### src/rtl/scope_pkg.sv
// Shared definitions for the acquisition sequencer: state encoding,
// trigger configuration values and the MCU command codes it serves.
package scope_pkg;

    typedef enum logic [2:0] {
        ST_IDLE     = 3'd0,
        ST_PREFILL  = 3'd1,
        ST_ARMED    = 3'd2,
        ST_POSTFILL = 3'd3,
        ST_DONE     = 3'd4
    } state_e;

    localparam logic TRIG_RISING  = 1'b0;
    localparam logic TRIG_FALLING = 1'b1;
    localparam logic TRIG_AUTO    = 1'b0;
    localparam logic TRIG_NORMAL  = 1'b1;

    // 0x01 carries the run/clear bit; 0x05 reads back the ready flag.
    localparam logic [7:0] CMD_CLEAR   = 8'h01;
    localparam logic [7:0] CMD_READY   = 8'h05;
    localparam logic [7:0] CMD_CODE_15 = 8'h15;
    localparam logic [7:0] CMD_CODE_16 = 8'h16;
    localparam logic [7:0] CMD_CODE_17 = 8'h17;
    localparam logic [7:0] CMD_CODE_1A = 8'h1A;

endpackage

### src/rtl/trig_detect.sv
// Previous-sample holder and edge/level comparator on the selected channel.
// The match is combinational on the sample currently being strobed in.
module trig_detect
    import scope_pkg::*;
#(
    parameter int DATA_W = 8
) (
    input  logic              i_clk,
    input  logic              i_rst_n,
    input  logic              i_sample_en,
    input  logic [DATA_W-1:0] i_ch1_data,
    input  logic [DATA_W-1:0] i_ch2_data,
    input  logic              i_trig_chan,
    input  logic              i_trig_edge,
    input  logic [DATA_W-1:0] i_trig_level,
    output logic              o_match
);

    logic [DATA_W-1:0] prev1_q, prev1_d;
    logic [DATA_W-1:0] prev2_q, prev2_d;
    logic [DATA_W-1:0] cur_s, prev_s;
    logic              hit;

    // Both channels are held so the channel select may change between samples.
    assign prev1_d = i_sample_en ? i_ch1_data : prev1_q;
    assign prev2_d = i_sample_en ? i_ch2_data : prev2_q;

    always_ff @(posedge i_clk or negedge i_rst_n) begin
        if (!i_rst_n) begin
            prev1_q <= '0;
            prev2_q <= '0;
        end else begin
            prev1_q <= prev1_d;
            prev2_q <= prev2_d;
        end
    end

    always_comb begin
        cur_s  = i_trig_chan ? i_ch2_data : i_ch1_data;
        prev_s = i_trig_chan ? prev2_q : prev1_q;
        hit    = 1'b0;
        if (i_trig_edge == TRIG_RISING) begin
            hit = (prev_s <= i_trig_level) && (cur_s > i_trig_level);
        end else begin
            hit = (prev_s >= i_trig_level) && (cur_s < i_trig_level);
        end
        o_match = i_sample_en && hit;
    end

endmodule

### src/rtl/acq_trigger_ctrl.sv
// Capture sequencer: circular pre-trigger fill, trigger search, post-trigger
// fill, then freeze and hand a linear read address sequence to the MCU.
module acq_trigger_ctrl
    import scope_pkg::*;
#(
    parameter int                ADDR_W       = 13,
    parameter int                DATA_W       = 8,
    parameter int                TMO_W        = 24,
    parameter logic [TMO_W-1:0]  AUTO_TIMEOUT = 24'd1_000_000
) (
    input  logic              i_clk,
    input  logic              i_rst_n,
    input  logic              i_sample_en,
    input  logic [DATA_W-1:0] i_ch1_data,
    input  logic [DATA_W-1:0] i_ch2_data,
    input  logic              i_clear,
    input  logic              i_go,
    input  logic              i_trig_chan,
    input  logic              i_trig_edge,
    input  logic [DATA_W-1:0] i_trig_level,
    input  logic              i_trig_mode,
    input  logic              i_rd_start,
    input  logic              i_rd_next,
    output logic              o_wr_en,
    output logic [ADDR_W-1:0] o_wr_addr,
    output logic [DATA_W-1:0] o_wr_data1,
    output logic [DATA_W-1:0] o_wr_data2,
    output logic [ADDR_W-1:0] o_rd_addr,
    output logic [ADDR_W-1:0] o_trig_addr,
    output logic              o_busy,
    output logic              o_ready,
    output logic              o_forced
);

    localparam int unsigned       HALF_N    = 2 ** (ADDR_W - 1);
    localparam logic [ADDR_W-1:0] HALF      = ADDR_W'(HALF_N);
    localparam logic [ADDR_W-1:0] PRE_LAST  = ADDR_W'(HALF_N - 1);
    localparam logic [ADDR_W-1:0] POST_LAST = ADDR_W'(HALF_N - 2);

    state_e            state_q, state_d;
    logic [ADDR_W-1:0] wr_ptr_q, wr_ptr_d;
    logic [ADDR_W-1:0] cnt_q, cnt_d;
    logic [TMO_W-1:0]  tmo_q, tmo_d, tmo_inc;
    logic              wr_en_q, wr_en_d;
    logic [ADDR_W-1:0] wr_addr_q, wr_addr_d;
    logic [DATA_W-1:0] wr_d1_q, wr_d1_d, wr_d2_q, wr_d2_d;
    logic [ADDR_W-1:0] trig_addr_q, trig_addr_d;
    logic [ADDR_W-1:0] rd_addr_q, rd_addr_d;
    logic              forced_q, forced_d;
    logic              write;
    logic              match;

    trig_detect #(.DATA_W(DATA_W)) u_trig_detect (
        .i_clk        (i_clk),
        .i_rst_n      (i_rst_n),
        .i_sample_en  (i_sample_en),
        .i_ch1_data   (i_ch1_data),
        .i_ch2_data   (i_ch2_data),
        .i_trig_chan  (i_trig_chan),
        .i_trig_edge  (i_trig_edge),
        .i_trig_level (i_trig_level),
        .o_match      (match)
    );

    assign tmo_inc = tmo_q + TMO_W'(1);

    always_comb begin
        state_d     = state_q;
        wr_ptr_d    = wr_ptr_q;
        cnt_d       = cnt_q;
        tmo_d       = tmo_q;
        wr_en_d     = 1'b0;
        wr_addr_d   = wr_addr_q;
        wr_d1_d     = wr_d1_q;
        wr_d2_d     = wr_d2_q;
        trig_addr_d = trig_addr_q;
        rd_addr_d   = rd_addr_q;
        forced_d    = forced_q;
        write       = 1'b0;

        if (i_clear) begin
            state_d = ST_IDLE;
        end else begin
            case (state_q)
                ST_IDLE, ST_DONE: begin
                    if (i_go) begin
                        state_d  = ST_PREFILL;
                        wr_ptr_d = '0;
                        cnt_d    = '0;
                        tmo_d    = '0;
                        forced_d = 1'b0;
                    end
                end
                ST_PREFILL: begin
                    if (i_sample_en) begin
                        write = 1'b1;
                        if (cnt_q == PRE_LAST) begin
                            state_d = ST_ARMED;
                            cnt_d   = '0;
                        end else begin
                            cnt_d = cnt_q + ADDR_W'(1);
                        end
                    end
                end
                ST_ARMED: begin
                    if (i_sample_en) begin
                        write = 1'b1;
                        if (match) begin
                            trig_addr_d = wr_ptr_q;
                            state_d     = ST_POSTFILL;
                            cnt_d       = '0;
                        end else if (i_trig_mode == TRIG_AUTO) begin
                            tmo_d = tmo_inc;
                            if (tmo_inc == AUTO_TIMEOUT) begin
                                trig_addr_d = wr_ptr_q;
                                forced_d    = 1'b1;
                                state_d     = ST_POSTFILL;
                                cnt_d       = '0;
                            end
                        end
                    end
                end
                ST_POSTFILL: begin
                    if (i_sample_en) begin
                        write = 1'b1;
                        if (cnt_q == POST_LAST) begin
                            state_d = ST_DONE;
                        end else begin
                            cnt_d = cnt_q + ADDR_W'(1);
                        end
                    end
                end
                default: state_d = ST_IDLE;
            endcase
        end

        if (write) begin
            wr_en_d   = 1'b1;
            wr_addr_d = wr_ptr_q;
            wr_d1_d   = i_ch1_data;
            wr_d2_d   = i_ch2_data;
            wr_ptr_d  = wr_ptr_q + ADDR_W'(1);
        end

        // Readout starts at the oldest pre-trigger sample, half a buffer back.
        if (i_rd_start) begin
            rd_addr_d = trig_addr_q - HALF;
        end else if (i_rd_next) begin
            rd_addr_d = rd_addr_q + ADDR_W'(1);
        end
    end

    always_ff @(posedge i_clk or negedge i_rst_n) begin
        if (!i_rst_n) begin
            state_q     <= ST_IDLE;
            wr_ptr_q    <= '0;
            cnt_q       <= '0;
            tmo_q       <= '0;
            wr_en_q     <= 1'b0;
            wr_addr_q   <= '0;
            wr_d1_q     <= '0;
            wr_d2_q     <= '0;
            trig_addr_q <= '0;
            rd_addr_q   <= '0;
            forced_q    <= 1'b0;
        end else begin
            state_q     <= state_d;
            wr_ptr_q    <= wr_ptr_d;
            cnt_q       <= cnt_d;
            tmo_q       <= tmo_d;
            wr_en_q     <= wr_en_d;
            wr_addr_q   <= wr_addr_d;
            wr_d1_q     <= wr_d1_d;
            wr_d2_q     <= wr_d2_d;
            trig_addr_q <= trig_addr_d;
            rd_addr_q   <= rd_addr_d;
            forced_q    <= forced_d;
        end
    end

    assign o_wr_en     = wr_en_q;
    assign o_wr_addr   = wr_addr_q;
    assign o_wr_data1  = wr_d1_q;
    assign o_wr_data2  = wr_d2_q;
    assign o_rd_addr   = rd_addr_q;
    assign o_trig_addr = trig_addr_q;
    assign o_forced    = forced_q;
    assign o_ready     = (state_q == ST_DONE);
    assign o_busy      = (state_q == ST_PREFILL) || (state_q == ST_ARMED) ||
                         (state_q == ST_POSTFILL);

endmodule

### config.mk
export PLATFORM = sky130hd
export DESIGN_NAME = acq_trigger_ctrl
export DESIGN_NICKNAME = d
export VERILOG_FILES = /design/src/rtl/scope_pkg.sv /design/src/rtl/trig_detect.sv /design/src/rtl/acq_trigger_ctrl.sv
export SDC_FILE = /design/constraint.sdc
export NUM_CORES = 1
export LEC_CHECK = 0
export CAP_MARGIN = 0
export CORE_UTILIZATION = 55
export DETAILED_ROUTE_END_ITERATION = 12
export GPL_TIMING_DRIVEN = 0
export MAX_ROUTING_LAYER = met4
export PLACE_DENSITY = 0.81
export SKIP_CTS_REPAIR_TIMING = 1
export SLEW_MARGIN = 40
export SYNTH_ARGS = -nofsm -noshare
export SYNTH_HDL_FRONTEND = slang
export SYNTH_SLANG_ARGS = --single-unit
export TNS_END_PERCENT = 20
### constraint.sdc
create_clock -name i_clk -period 4 [get_ports i_clk]
set_input_delay 0.8 -clock i_clk [delete_from_list [all_inputs] [get_ports i_clk]]
set_output_delay 0.8 -clock i_clk [all_outputs]
set_load 0.01 [all_outputs]
Yosys cells after proc, flatten, opt, wreduce, memory -nomap -nowiden
Cells that the tools add are included.
Widths: inputs -> output; s select.

word-level totals
  output and inout bits = 59
  word-level logic and storage cells = 117
  flip-flop bits (word level) = 126
  input bits = 34

operators by class
  reductions and logical operators = 20
  equal/unequal tests = 27
  add/subtract/negate cells = 5
  magnitude comparators = 4
  bitwise logic cells = 1
  multiplexer cells = 47

operator list
  kind                    count
  $mux 13                 17
  $mux 24                 4
  $pmux 13 s4             1
  $pmux 24 s2             1
  $add 13x1->13 const B   3
  $mux 3                  10
  $eq 13x12->1 const B    2
  $add 24x1->24 const B   1
  $eq 24x20->1 const B    1
  $ne 3x3->1 const B      8
  $mux 8                  2
  $ne 2x2->1 const B      8
  $sub 13x13->13 const B  1
  $pmux 3 s4              1
  $mux 1                  10
  $reduce_bool 2->1       5
  $reduce_and 9->1        1
  $ge 8x8->1              1
  $gt 8x8->1              1
  $le 8x8->1              1
  $lt 8x8->1              1
  $ne 4x4->1 const B      2
  $reduce_and 8->1        1
  $reduce_and 7->1        1
  15 further kinds        20

Logic depth before layout (Yosys ltp)
  depth after elaboration = 9
  depth in mapped cells = 14
  depth with buffers taken out = 10

Hierarchy
Synthesis repeated with hierarchy kept, for this count alone.

second synthesis, totals
  cells, all modules = 675
  area, all modules = 6917.9 um^2

by module, submodules not included
  module            cells each  area an instance (um^2)  sequential area each (um^2)  instances
  acq_trigger_ctrl  573         5739.3                   2752.6                       1
  trig_detect       102         1178.6                   400.4                        1

Worst setup path before layout
No wires, ideal clock.

  path type = input port to flip-flop
  start = input i_trig_chan
  end = register trig_addr_q[10] (netlist: o_trig_addr[10])
  required time = 3.875 ns
  stages on the path = 14
  path buffers = 4
  setup time = 0.125 ns
  data arrival time = 4.105 ns
  path slack = -0.230 ns
  cells stage by stage = clkbuf_1 > buf_1 > mux2_2 > ha_1 > nor2b_1 > o211ai_1 > a21o_1 > a211o_1 > a311oi_1 > a22oi_2 > or3_1 > buf_2 > buf_6 > mux2_4

between the ends
  word-level cells in the longest chain between the ends = 7
  elaborated cells on any way between the ends = 14
  classes of those cells = order compare: 4; eq/ne: 1; mux: 4; reduce/logical: 5

RTL lines
  item                                                       RTL line                              text
  start, declared                                            acq_trigger_ctrl.sv:18                input logic i_trig_chan,
  $mux 8 (on tied branches)                                  trig_detect.sv:40, trig_detect.sv:39
  $le 8x8->1, or another cell as far along                   trig_detect.sv:43                     hit = (prev_s <= i_trig_level) && (cur_s > i_trig_level);
  $logic_and 1x1->1 (on tied branches)                       trig_detect.sv:43, trig_detect.sv:45
  $mux 1 *                                                   trig_detect.sv:42                     if (i_trig_edge == TRIG_RISING) begin
  $logic_and 1x1->1 *                                        trig_detect.sv:47                     o_match = i_sample_en && hit;
  $ne 2x1->1 (no line) or $reduce_bool 2->1 (tied branches)  n/a
  $reduce_and 5->1 (no line)                                 n/a
  end signal, assigned                                       acq_trigger_ctrl.sv:175               trig_addr_q <= trig_addr_d;
  end, declared                                              acq_trigger_ctrl.sv:47                logic [ADDR_W-1:0] trig_addr_q, trig_addr_d;

Every way passes the cells marked *; elsewhere a longest branch is shown, timed or not.
A chain may end at the register's enable or synchronous reset.

Worst setup path in the final report
  start = input i_trig_chan
  end = register trig_addr_q[9] (netlist: o_trig_addr[9])

The elaborated chain is that of the path after synthesis.

==> qor.yml <==
clock_tree:
  cts.sink_count: 126
  cts-htree-levels: 4
  clk_pin_slew_ns: 0.06
  cts_tree: "done"
  root_buffer: "clkbuf_16"
  numCtsBuffers: 17
  clock_path_buffers: 2
  clk_latency_ns: 0.43
setup_path:
  critPathLaunchType: "input port"
  crit_buf_inv: 4
  slowest_stage: "mux2_2"
  crit_required_ns: 4.31
  arrival_ns: 4.14
  critPathTopFamily: "compound AO/OA/AOI/OAI gates"
  path_common_cell: "buf_6"
  crit_chain: "clkbuf_2 > buf_6 > mux2_2 > ha_1 > nor2b_1 > o211ai_1 > a21o_1 > a211o_1 > a311oi_4 > a22oi_2 > or3_1 > buf_2 > buf_6 > mux2_4"
  slowest_delay_ns: 0.36
  reg2reg_depth: 11
  critical_path_depth: 14
  path_max_fanout: 10
  endpoint_kind: "flip-flop"
  worstSetupPathType: "in -> reg"
global_route:
  antenna_found_initial: 0
  grt_first_pass_wirelength_mm: 27.32
  grt_max_degree: 70
  grt_overflow: 0
  gr-usage-all-layers: 0.2844
  first_global_vias: 5575
sta:
  max_freq_ghz: 0.2610
  maxSlewHeadroom: 0.4747
  slew_violations: 0
  final-setup-viol-count: 0
  tightest_slew_ns: 0.7807
  hold_violations: 0
  fin_skew_ns: 0.007965
  finalCritPeriodShare: 0.9580
  period_needed_ns: 3.832
  rsz0062_at_grt: "no"
min_path:
  min-delay-path-class: "in -> async"
final_layout:
  mostFrequentLayoutCell: "dfrtp_1"
  syn_to_final_growth_pct: 25.80
  final_cell_mix: "dfrtp_1, clkdlybuf4s50_1, mux2_2"
  n_antenna_cell: 0
  fill_cells: 846
  fin_area_um2: 8486
  final_nets: 807
  drive_gt1_frac: 0.1739
power_and_ir_drop:
  power_density_nw_per_um2: 492.3
  leakage_uw: 0.003741
  total_power_uw: 4177
  irDropWorstVdd_uv: 416.9
die:
  core_region_area_um2: 11960
  start_util: 0.5639
  die_area_um2: 12710
  rows: 40
  ioPinCount: 93
  die_h_um: 112.7
  dieWidth_um: 112.7
logic_synthesis:
  synth_area_leaders: "dfrtp_1, mux2_2, ha_1, nand3_1, nand2_1"
  synth_nets: 696
  synth_top_area_frac: 0.4674
  syn_area_per_cell_um2: 10.52
  synth_async_sr_flop_share: 1.000
  yosysTopAreaCell: "dfrtp_1"
  synth-main-ff-cell: "dfrtp_1"
  syn-instance-count: 641
  synth_edf_count: 0
  ys.warnings.count: 0
  synth_cell_types: 60
  ys_ff_latch: 126
  ys_seq_area_frac: 0.4674
  synth_area_um2: 6745
detailed_routing:
  first_pass_iters: 4
  drc_errors: 0
  routedWlPerCell_um: 17.93
  drtIter0Drc: 237
  finalWirelength_mm: 16.35
  vias: 5519
  vias_per_cell: 6.052
  ant_nets: 0
place:
  port_buffers: 91
  placement.cell_area_um2: 7886
  gp_congestion: 0.8752
  dp_hpwl_mm: 11.37
flow_run:
  maxCapViolCount: 0
outcome:
  status: "complete, no violations"
## metrics by stage
stage          instances  hold WS, ns  setup WS [ns]  TNS, ns  utilization
3_5_place_dp         880       0.4923        -0.7186   -25.69       0.6593
3_3_place_gp         879       0.4855         -2.706  -358.77       0.6561
4_1_cts              912       0.3439        -0.2785   -4.935       0.7070
2_1_floorplan        641       0.4700        0.01052        0            -
5_1_grt              912       0.3726        0.02926        0       0.7094
6_report             912       0.3247         0.1679        0       0.7094
## synth_stat cells (3+ instances only)
cell,instances
dfrtp_1,126
mux2_2,60
nand3_1,48
nand2_1,47
nor2_1,37
o21ai_0,27
ha_1,21
clkbuf_1,20
xor2_1,19
inv_1,18
nor3_1,17
or3_1,16
a21o_1,15
and3_1,14
nand4_1,14
a21oi_1,13
mux2_4,10
or4_1,8
o31ai_1,7
xnor2_1,7
a211o_1,6
buf_2,6
mux2i_1,6
o22a_1,6
nor2b_1,5
and4_1,4
nor4_1,4
o221ai_1,4
or2_2,4
a311oi_1,3
a31oi_1,3
and2_1,3
mux2_1,3
nand2b_1,3
nand3b_1,3
o211ai_1,3
o21a_1,3
## worst reg2reg max path: stages, from the launching register on
cell	delay [ns]
dfrtp_1	0.46
ha_1	0.27
nand3_2	0.22
or4_1	0.61
or3_1	0.34
a211oi_1	0.27
and4bb_1	0.31
a22oi_2	0.11
or3_1	0.36
buf_2	0.17
buf_6	0.16
mux2_4	0.31
## final timing paths
| path | startpoint | end | slack (ns) |
|---|---|---|---|
| worst min register to register | u_trig_detect.prev2_q[2] | u_trig_detect.prev2_q[2] | 0.50 |
| max in group asynchronous | i_rst_n | cnt_q[11] | 2.97 |
| min in group i_clk | u_trig_detect.prev2_q[2] | u_trig_detect.prev2_q[2] | 0.50 |
| worst max-delay path | i_trig_chan | o_trig_addr[9] | 0.17 |
| worst min-delay path | i_rst_n | o_rd_addr[6] | 0.32 |
| worst max register to register | tmo_q[0] | o_trig_addr[9] | 0.31 |
## power by group
| group | switching (uW) | internal (uW) | leakage, uW |
|---|---|---|---|
| Clock | 609 | 883 | 0.000283 |
| Sequential | 146 | 1460 | 0.00167 |
| Combinational | 542 | 537 | 0.00179 |
| Total | 1300 | 2880 | 0.00374 |
## state kept, by name, summed over array words and instances, names as in the netlist
name,cells
cnt_q,13
o_forced,1
o_rd_addr,13
o_trig_addr,13
o_wr_addr,13
o_wr_data1,8
o_wr_data2,8
o_wr_en,1
state_q,3
tmo_q,24
u_trig_detect.prev1_q,8
u_trig_detect.prev2_q,8
wr_ptr_q,13
## area by class of cell
class / count / area (um^2) / share of cell area
multi-input combinational: 467 / 3423 / 0.4034
buffer: 30 / 143.9 / 0.01696
sequential: 126 / 3153 / 0.3716
timing repair buffer: 92 / 943.4 / 0.1112
tap: 147 / 183.9 / 0.02167
inverter: 18 / 67.56 / 0.007962
clock inverter: 13 / 127.6 / 0.01504
clock buffer: 19 / 442.9 / 0.05220
## cells by family (layout without fill, tap and decap cells)
group,Yosys count,in the layout,synth area share
AND/OR/NAND/NOR,237,237,0.1859
adder cells (fa/ha/maj),21,21,0.03895
multiplexers,79,79,0.1363
flip-flops,126,126,0.4674
XOR/XNOR,26,26,0.03376
AO/OA/AOI/OAI,104,104,0.1081
buffers and inverters,48,172,0.02949
## routing by layer
| metal | vias up | share of wire | global-route usage |
|---|---|---|---|
| li1 | 2590 | - | - |
| met3 | 30 | 0.049 | 0.06374 |
| met2 | 154 | 0.50 | 0.4617 |
| met4 | 0 | 0.019 | 0.1067 |
| met5 | - | 0 | - |
| met1 | 2745 | 0.43 | 0.3491 |
(Power assumes the default switching activity.)
==> edit 1, RTL diff (config.mk and constraints unchanged) <==
`AUTO_TIMEOUT`: 24'd1_000_000 -> 24'd524288.
--- a/src/rtl/acq_trigger_ctrl.sv
+++ b/src/rtl/acq_trigger_ctrl.sv
@@ -8,3 +8,3 @@
     parameter int                TMO_W        = 24,
-    parameter logic [TMO_W-1:0]  AUTO_TIMEOUT = 24'd1_000_000
+    parameter logic [TMO_W-1:0]  AUTO_TIMEOUT = 24'd524288
 ) (
Formal check against the unedited RTL: same outputs for any inputs over 4 cycles, from zero or initial values and one cycle with i_rst_n low; that may be too few to reach the edited logic, so the function may still have changed.
==> edit 1 against the original RTL <==
  * Combinational power increased by 4%
  * Worst setup slack improved by 0.11 ns
  * Global-route usage increased by 0.40 points
  * Cell area increased by 0.84%
  * Power increased by 0.30%
  * Non-clock buffer count increased by 4
  * Clock skew increased by 0.00077 ns
  * Wire length increased by 0.83%
  * Sequential cell count unchanged
  * Die area increased by 0.94%
  * Synthesized area increased by 0.96%
==> edit 1: results (changes against the original RTL) <==
metric,value,unit,change
DRT Pass-1 Iters,5,,was 4
IO Port Bufs,91,,unchanged
WL final,16500,µm,was 16400 µm
Root Driver,clkbuf_16,,unchanged
GRT Overall Usage,28.8,%,was 28.4%
P_clk,1.42,mW,was 1.49 mW
LEAKAGE,3.66,nW,was 3.74 nW
status,"complete, no violations",,unchanged
part of the Yosys area used for sequential elements,46.3,%,was 46.7%
CTS H-Tree Depth,4,,unchanged
GP Congestion,0.919,,was 0.875
relative slew slack,47.8,%,was 47.5%
Post-Synth Adder-Cell Area,3.86,%,was 3.90%
worst reg-to-reg path cell count,10,,was 11
HPWL Detailed,11700,µm,was 11400 µm
total number of vias,5663,,was 5519
vias in the first global route,5779,,was 5575
Num CTS Buffers,17,,unchanged
clock tree buffer depth,2,,unchanged
placed standard-cell area,7970,µm²,was 7890 µm²
Post-synth ARST share,100,%,unchanged
"Clk Latency, worst-skew pair",0.43,ns,about the same
Post-Synthesis Net Count,738,,was 696
final-stage net count,849,,was 807
mux cell area share after synthesis,13.3,%,was 13.6%
Setup TNS Final,0,ns,unchanged
Top reg by flops,tmo_q,,unchanged
type of the most critical hold path,in2async,,unchanged
antenna fix cells,0,,unchanged
leading cell types by count after synthesis,"dfrtp_1, nand2_1, mux2_2",,"was dfrtp_1, mux2_2, nand3_1"
Area contributors post-synth,"dfrtp_1, mux2_2, ha_1",,unchanged
Comb power frac,26.7,%,was 25.8%
compound-gate portion of the synthesized area,12.0,%,was 10.8%
first-pass GRT wire length,27900,µm,was 27300 µm
CP max FO,10,,unchanged
Synth cell types,55,,was 60
Largest register FFs,24,,unchanged
# fillers,873,,was 846
Critical Path Source,tmo_q[0],,was i_trig_chan
Synth Warn #,0,,unchanged
initial antenna violation count,0,,unchanged
CTS clock-pin slew for the worst setup and hold paths,0.05,ns,
critical path arrival,4.03,ns,was 4.14 ns
Switching Share,31.1,%,was 31.0%
Reg2Reg Setup Slack,0.28,ns,was 0.31 ns
pin count of the biggest net entering global routing,72,,was 70
Synth Flop Type,dfrtp_1,,unchanged
DRT iter0 DRCs,371,,was 237
Max Clock Skew,0.00873,ns,was 0.00796 ns
Worst Setup EP,cnt_q[0],,was o_trig_addr[9]
share of cells above drive strength 1,14.3,%,was 17.4%
peak supply drop,0.324,mV,was 0.417 mV
post-synthesis xor/xnor area fraction,3.86,%,was 3.38%
## edit 1: how the worst min path moves through the flow
stage                                           to  slack [ns]  cells past startpoint
after detailed placement             o_wr_data2[2]        0.50                      1
after global placement    u_trig_detect.prev2_q[5]        0.49                      1
after global routing                  o_rd_addr[8]        0.33                      1
after CTS                             wr_ptr_q[10]        0.31                      1
final                                 o_rd_addr[8]        0.30                      1
after floorplan           u_trig_detect.prev2_q[1]        0.47                      1
## edit 1: metal layers
metal  wire (µm)  global-route usage (%)  share of wire [%]
met4         497                    12.8                3.0
met5           0                       -                  0
met2        7860                    45.5                 48
met3         911                    6.59                5.5
met1        7210                    35.6                 44
## edit 1: critical path, cell delays in order (launching register included)
cell	delay, ns
dfrtp_1	0.41
ha_1	0.35
nand3_2	0.20
or2_1	0.30
or4b_1	0.61
mux2_2	0.32
a211o_1	0.28
nor4_4	0.40
o31ai_1	0.20
clkbuf_1	0.30
a21o_1	0.24
## edit 1: cell type report
cell class | count | area [µm²] | share of cell area [%]
Sequential cell | 126 | 3150 | 36.8
Tap cell | 168 | 210 | 2.46
Buffer | 34 | 143 | 1.67
Clock buffer | 20 | 447 | 5.22
Clock inverter | 10 | 93.8 | 1.10
Timing Repair Buffer | 92 | 943 | 11.0
Inverter | 19 | 71.3 | 0.833
Multi-Input combinational cell | 504 | 3500 | 40.9
## edit 1: through the flow
step,total power [mW],hold slack [ns],cells,worst slack (ns)
after floorplan,2.26,0.475,683,0.0155
after global placement,2.71,0.486,942,-2.66
after detailed placement,2.76,0.496,943,-0.810
after CTS,4.19,0.309,973,-0.389
after global routing,4.41,0.330,973,0.121
final,4.19,0.300,973,0.278
==> edit 2, RTL diff (same settings) <==
Made on the original files. Make the reset (`i_rst_n`) synchronous in 2 clocked blocks.
--- a/src/rtl/trig_detect.sv
+++ b/src/rtl/trig_detect.sv
@@ -27,3 +27,3 @@
 
-    always_ff @(posedge i_clk or negedge i_rst_n) begin
+    always_ff @(posedge i_clk) begin
         if (!i_rst_n) begin
--- a/src/rtl/acq_trigger_ctrl.sv
+++ b/src/rtl/acq_trigger_ctrl.sv
@@ -152,3 +152,3 @@
 
-    always_ff @(posedge i_clk or negedge i_rst_n) begin
+    always_ff @(posedge i_clk) begin
         if (!i_rst_n) begin
Check against the original RTL: differs if i_rst_n is asserted again (counterexample within 4 cycles, from zero or initial values and one cycle with i_rst_n low); with i_rst_n held inactive, the same outputs for 4 cycles.
==> edit 2 against the original RTL <==
  * Register-to-register slack better by 0.21 ns
  * Synthesized area down 3.8%
  * Die area shrank 3.8%
  * Worst setup slack improved by 0.083 ns
  * Fmax increased by 2.2%
  * Count of clock-buffer cells in the layout increased by 1
  * Cell area shrank 3.8%
  * Sequential cell count unchanged
  * Wire length grew 1.7%
  * Largest cell class unchanged
Power is not compared: it rests on default switching activity, and its combinational part moved more than twofold at a synthesized area within 25%.
==> edit 2: results (changes against the original RTL) <==
metric,value,unit,change
type of the most critical hold path,reg2reg,,was in2async
worst reg-to-reg path cell count,10,,was 11
leading cell types by count after synthesis,"nand2_1, dfxtp_1, nor2_1",,"was dfrtp_1, mux2_2, nand3_1"
mux cell area share after synthesis,7.08,%,was 13.6%
part of the Yosys area used for sequential elements,38.9,%,was 46.7%
vias in the first global route,5855,,was 5575
pin count of the biggest net entering global routing,17,,was 70
post-placement cell count,1043,,was 880
GP Congestion,0.902,,was 0.875
met2 Usage GRT,46.6,%,was 46.2%
Reg2Reg Setup Slack,0.52,ns,was 0.31 ns
"CP delay by family, top",buffers and inverters,,was compound AO/OA/AOI/OAI gates
final-stage net count,976,,was 807
met3 wire length,857,µm,was 796 µm
Post-Route M1 WL,7670,µm,was 7020 µm
fin cells,1075,,was 912
Post-Synth Adder-Cell Area,4.05,%,was 3.90%
share of cells above drive strength 1,8.15,%,was 17.4%
FMAX,267,MHz,was 261 MHz
Synth Flop Type,dfxtp_1,,was dfrtp_1
first-pass GRT wire length,28100,µm,was 27300 µm
Synth cell types,62,,was 60
Synth Instances,811,,was 641
Crit path largest cell delay,0.39,ns,was 0.36 ns
DP Worst Slack,-0.736,ns,was -0.719 ns
IO Port Bufs,89,,was 91
status,"complete, no violations",,unchanged
r2r startpoint,tmo_q[0],,unchanged
WL final,16600,µm,was 16400 µm
Hold Slack,0.452,ns,was 0.325 ns
total number of vias,6108,,was 5519
reg-to-reg endpoint,cnt_q[4],,was o_trig_addr[9]
compound-gate portion of the synthesized area,15.2,%,was 10.8%
met3 global-route usage,7.35,%,was 6.37%
Post-Synthesis Net Count,866,,was 696
DRT Pass-1 Iters,5,,was 4
Post-synth ARST share,0,%,was 100%
routing usage on met1,35.3,%,was 34.9%
worst slew pin tran,0.778,ns,was 0.781 ns
-- edit 2: worst min-delay path: cells and delay by family (launching register included) --
kind             cells  cell delay [ns]
flip-flops           1             0.30
AND/OR/NAND/NOR      1             0.05
AO/OA/AOI/OAI        1             0.05
-- edit 2: how the worst max path moves through the flow --
stage	from	depth (start not counted)	endpoint
floorplan	i_trig_chan	14	tmo_q[18]
global placement	i_trig_chan	14	tmo_q[7]
detailed placement	i_trig_chan	14	tmo_q[7]
CTS	i_trig_chan	14	tmo_q[7]
global route	i_trig_chan	14	tmo_q[9]
finish	i_trig_chan	14	tmo_q[19]
-- edit 2: cell type report --
cell class,count,area [µm²]
buffer,51,213
clock buffer,20,447
sequential,126,2520
fill,927,3310
inverter,21,78.8
multi-input combinational,613,3700
timing repair buffer,91,906
tap,143,179
clock inverter,10,118
